<file path="config.mk">
export PLATFORM = sky130hd
export DESIGN_NAME = uart_rx_fifo
export DESIGN_NICKNAME = d
export VERILOG_FILES = /design/src/rtl/uart_pkg.sv /design/src/rtl/sync_fifo.sv /design/src/rtl/uart_rx_fifo.sv
export SDC_FILE = /design/constraint.sdc
export NUM_CORES = 1
export LEC_CHECK = 0
export CORE_MARGIN = 1
export CORE_UTILIZATION = 47
export DETAILED_ROUTE_END_ITERATION = 12
export MAX_ROUTING_LAYER = met4
export PLACE_DENSITY_LB_ADDON = 0.08
export RECOVER_POWER = 25
export SETUP_SLACK_MARGIN = 0.02
export SYNTH_ARGS = -nofsm -noshare
export SYNTH_HDL_FRONTEND = slang
export SYNTH_HIERARCHICAL = 1
export SYNTH_SLANG_ARGS = --single-unit
</file>
<file path="constraint.sdc">
create_clock -name clk -period 3.82 [get_ports clk]
set_input_delay 0.764 -clock clk [delete_from_list [all_inputs] [get_ports clk]]
set_output_delay 0.764 -clock clk [all_outputs]
set_load 0.01 [all_outputs]
</file>
<file path="src/rtl/uart_pkg.sv">
// uart_pkg: shared serial-port types, defaults and status-bit positions
package uart_pkg;
  typedef enum logic [1:0] {IDLE = 2'd0, START = 2'd1, DATA = 2'd2, STOP = 2'd3} rx_state_t;
  localparam int CLK_PER_BIT_DEF = 96;
  localparam int ST_TX_READY = 0;
  localparam int ST_DATA_READY = 1;
endpackage

</file>
<file path="src/rtl/sync_fifo.sv">
// sync_fifo: first-word-fall-through FIFO with separate occupancy counter
module sync_fifo #(
  parameter int W = 8,
  parameter int DEPTH = 8,
  localparam int AW = $clog2(DEPTH),
  localparam int CW = $clog2(DEPTH + 1)
) (
  input  logic          clk,
  input  logic          rst,
  input  logic          push,
  input  logic [W-1:0]  wdata,
  input  logic          pop,
  output logic [W-1:0]  rdata,
  output logic [CW-1:0] count,
  output logic          full,
  output logic          empty
);
  logic [W-1:0] mem [DEPTH];
  logic [AW-1:0] rd_ptr, wr_ptr;
  logic do_pop, do_push;
  assign empty = count == '0;
  assign full = count == CW'(DEPTH);
  assign do_pop = pop && !empty;
  // a full FIFO still accepts a write when the same cycle frees a slot
  assign do_push = push && (!full || do_pop);
  assign rdata = mem[rd_ptr];
  always_ff @(posedge clk or negedge rst)
    if (!rst) begin
      rd_ptr <= '0;
      wr_ptr <= '0;
      count <= '0;
      for (int i = 0; i < DEPTH; i++) mem[i] <= '0;
    end else begin
      if (do_push) begin
        mem[wr_ptr] <= wdata;
        wr_ptr <= wr_ptr + 1'b1;
      end
      if (do_pop) rd_ptr <= rd_ptr + 1'b1;
      count <= count + CW'(do_push) - CW'(do_pop);
    end
endmodule

</file>
<file path="src/rtl/uart_rx_fifo.sv">
// uart_rx_fifo: 8N1 serial receiver with start/stop validation feeding a FWFT FIFO
module uart_rx_fifo
  import uart_pkg::*;
#(
  parameter int CLK_PER_BIT = CLK_PER_BIT_DEF,
  parameter int DEPTH = 8,
  localparam int CW = $clog2(DEPTH + 1)
) (
  input  logic          clk,
  input  logic          rst,
  input  logic          rxd,
  input  logic          rd,
  input  logic          clr_err,
  output logic [7:0]    data,
  output logic          data_ready,
  output logic [CW-1:0] count,
  output logic          frame_err,
  output logic          overrun
);
  localparam int TW = $clog2(CLK_PER_BIT);
  rx_state_t st, st_n;
  logic s1, rxs;
  logic [TW-1:0] tmr, tmr_n;
  logic [2:0] idx, idx_n;
  logic [7:0] sh, sh_n;
  logic brk, brk_n, tick, stop_ok, fe_set, ov_set, full, empty;
  assign tick = tmr == '0;
  assign ov_set = stop_ok && full && !rd;
  assign data_ready = !empty;
  always_ff @(posedge clk or negedge rst)
    if (!rst) {s1, rxs} <= 2'b11;
    else {s1, rxs} <= {rxd, s1};
  always_comb begin
    st_n = st;
    tmr_n = tick ? tmr : tmr - 1'b1;
    idx_n = idx;
    sh_n = sh;
    brk_n = brk;
    stop_ok = 1'b0;
    fe_set = 1'b0;
    case (st)
      IDLE:
        if (brk) brk_n = !rxs;
        else if (!rxs) begin
          st_n = START;
          tmr_n = TW'(CLK_PER_BIT / 2 - 1);
        end
      START:
        if (tick) begin
          st_n = rxs ? IDLE : DATA;
          tmr_n = TW'(CLK_PER_BIT - 1);
          idx_n = '0;
        end
      DATA:
        if (tick) begin
          sh_n[idx] = rxs;
          tmr_n = TW'(CLK_PER_BIT - 1);
          idx_n = idx + 1'b1;
          st_n = idx == 3'd7 ? STOP : DATA;
        end
      STOP:
        if (tick) begin
          st_n = IDLE;
          stop_ok = rxs;
          fe_set = !rxs;
          brk_n = !rxs;
        end
      default: st_n = IDLE;
    endcase
  end
  always_ff @(posedge clk or negedge rst)
    if (!rst) begin
      st <= IDLE;
      tmr <= '0;
      idx <= '0;
      sh <= '0;
      brk <= 1'b0;
      frame_err <= 1'b0;
      overrun <= 1'b0;
    end else begin
      st <= st_n;
      tmr <= tmr_n;
      idx <= idx_n;
      sh <= sh_n;
      brk <= brk_n;
      frame_err <= fe_set || (frame_err && !clr_err);
      overrun <= ov_set || (overrun && !clr_err);
    end
  sync_fifo #(.W(8), .DEPTH(DEPTH)) u_fifo (
    .clk(clk),
    .rst(rst),
    .push(stop_ok),
    .wdata(sh),
    .pop(rd),
    .rdata(data),
    .count(count),
    .full(full),
    .empty(empty)
  );
endmodule

</file>
==> flow_summary.ini <==
[outcome]
status = complete, but fails checks
violations = max-capacitance violations, max-slew violations

[setup_path]
critPathArrivalTime_ps = 2390
critPathLaunchType = flop
cp-startpoint = u_fifo/rd_ptr[0]
crit_buf_inv = 2
slowest_stage = mux4_2
worstSetupPathType = flop to output port
critPathMaxFanout = 18
cp_top_family = multiplexers
end_kind = output port
crit_path_cell_trace = buf_4 > mux4_2 > mux2_2 > clkdlybuf4s50_1
rr_startpoint = tmr[3]
cp_slowest_stage_delay_ps = 560
worstPathRequired_ps = 3060

[logic_synthesis]
synth_cells = 355
ys_types = 55
synth-async-reset-ratio = 1.00
yosysWarnings = 6
seq_area_frac_synth = 0.504
synth_edf_count = 0
postSynthAreaPerCell_um2 = 13.9
syn_nets = 378
ys_seq_elements = 99
synth_area_um2 = 4920
ys.flop_type = dfrtp_1

[clock_network]
cts_resized = 0
cts_tree = yes
clockRootBuffer = clkbuf_8
cts_buffers = 9
postCtsSetupBuffers = 0
worst_setup_hold_path_clk_slew_ps = 90
htreeDepth = 3
holdBufCountCts = 0
worstSkewPairLatency_ps = 380
numClockSinks = 99
clk_path_buf_depth = 2

[timing]
grt_setup_unrepaired = no
clock_skew_ps = 10.5
maxSlewHeadroom = -0.608
fmax_mhz = 318
period_share = 0.824
fin_crit_ps = 3150
hold_violations = 0
final_max_slew_viol_count = 44
setup_viol = 0
tns_ps = 0
tightest_slew_ps = 2410

[die]
dieArea_um2 = 10900
num_io_pins = 20
coreArea_um2 = 10200
die_y_um = 104
die_w_um = 104
placementRows = 37
initial_core_util = 0.481

[global_route]
grt_pass1_wl_mm = 15.8
grt_pass1_vias = 3012
grt_use_total = 0.197
grt_max_degree = 57
gr-total-overflow = 0
antenna_found_initial = 0

[route]
routed_via_density = 5.60
drt-initial-drc-count = 99
wl_per_cell_um = 18.1
wl_mm = 9.27
drc = 0
drt_pass1_iterations = 4
ant_nets = 0
num_vias = 2873

[power_and_ir_drop]
power_w = 0.00244
ir_worst_vdd_uv = 328
p_leak_nw = 2.55
powerDensity_nw_per_um2 = 445

[flow_run]
max-cap-violations = 1

[layout]
area_growth_syn_to_layout_pct = 11.4
drive_gt1_frac = 0.363
diodes = 0
layout.nets = 395

[worst_hold_path]
min_from = s1
hp-class = flop to flop

[placement]
io_buffer_count = 19
dp.final_hpwl_mm = 6.24
gp_congestion = 0.766
-- metal layers --
metal | share of wire | track usage
met1 | 0.47 | 0.252
met3 | 0.026 | 0.0551
met4 | 0.010 | 0.0520
met2 | 0.50 | 0.310
met5 | 0 | -
-- synthesized netlist by cell type (2+ instances only) --
cell       count  area [um2]
nand3_1        7        35.0
a22o_1         5        43.8
clkbuf_1      10        37.5
ha_1          17         213
inv_1         20        75.1
mux4_2        16         360
nand2_1        8        30.0
mux2_2        79         890
buf_2          6        30.0
dfstp_2        2        52.6
dfrtp_1       97        2430
nor3_1         4        20.0
o21ai_0        8        40.0
o211ai_1       2        15.0
nor2b_1        2        12.5
nor2_1         5        18.8
or3_1          2        12.5
mux2_1         3        33.8
o21ai_4        2        32.5
nand4b_1       2        17.5
and3_1         3        18.8
xor2_1         4        35.0
inv_2          2        7.51
a21oi_2        3        26.3
a31oi_1        2        12.5
a21oi_1        7        35.0
o2111ai_4      2        52.6
nand2b_1       2        12.5
and4bb_2       2        25.0
xnor2_1        6        52.6
-- placed cells by master, fill, tap and decap left out, types with 3 or more instances in the layout --
cell             instances
nand2_1                  8
inv_1                   20
xor2_1                   4
clkbuf_8                 9
a21oi_1                  7
mux2_2                  79
dfrtp_1                 97
xnor2_1                  6
mux4_2                  16
clkdlybuf4s50_1         17
a21oi_2                  3
a22o_1                   5
and3_1                   3
nand3_1                  7
o21ai_0                  8
ha_1                    17
bufinv_16                3
buf_4                    5
nor2_1                   5
mux2_1                   3
nor3_1                   4
-- report_power, final --
group / total [W] / internal (W) / switching [W]
clock network: 0.000794 / 0.000433 / 0.000361
logic: 0.000495 / 0.000229 / 0.000266
registers: 0.00115 / 0.00109 / 0.0000594
-- state kept, by name (all words and copies together) (netlist names), named ones only --
signal,cells
brk,1
frame_err,1
idx,3
overrun,1
rxs,1
s1,1
sh,8
st,1
tmr,7
u_fifo/count,4
u_fifo/mem,64
u_fifo/rd_ptr,3
u_fifo/wr_ptr,3
-- final timing paths --
check	to	slack, ps	cells after the start
worst min-delay path	rxs	360	0
max in group asynchronous	u_fifo/mem[35]	1340	1
min in group asynchronous	u_fifo/count[2]	1100	1
worst max register to register	u_fifo/count[1]	890	11
worst max-delay path	data[0]	670	4
worst min register to register	rxs	360	0
-- layout make-up --
cell class,count,area [um2]
inverter,22,82.6
clock inverter,7,116
sequential,99,2480
tap,136,170
timing repair buffer,25,241
multi-input combinational,215,2270
clock buffer,9,124
fill,895,4740
-- through the flow --
stage | utilization | cells | cell area (um2) | hold WS, ps | setup WS, ps
finish | 0.536 | 513 | 5490 | 361 | 670
floorplan | - | 355 | 4920 | 345 | 1100
global route | 0.536 | 513 | 5490 | 368 | 533
CTS | 0.537 | 513 | 5490 | 363 | 616
detailed placement | 0.513 | 497 | 5250 | 348 | 844
global placement | 0.513 | 497 | 5250 | 346 | 910
-- cells by family after synthesis --
| group | count (synthesis) | synth area share |
|---|---|---|
| compound gates | 41 | 0.0714 |
| xor+xnor | 10 | 0.0178 |
| fa+ha+maj | 18 | 0.0473 |
| buf+inv | 41 | 0.0351 |
| flops | 99 | 0.504 |
| mux | 100 | 0.266 |
| simple gates | 46 | 0.0592 |
No activity file was read; power rests on OpenSTA's default activity.
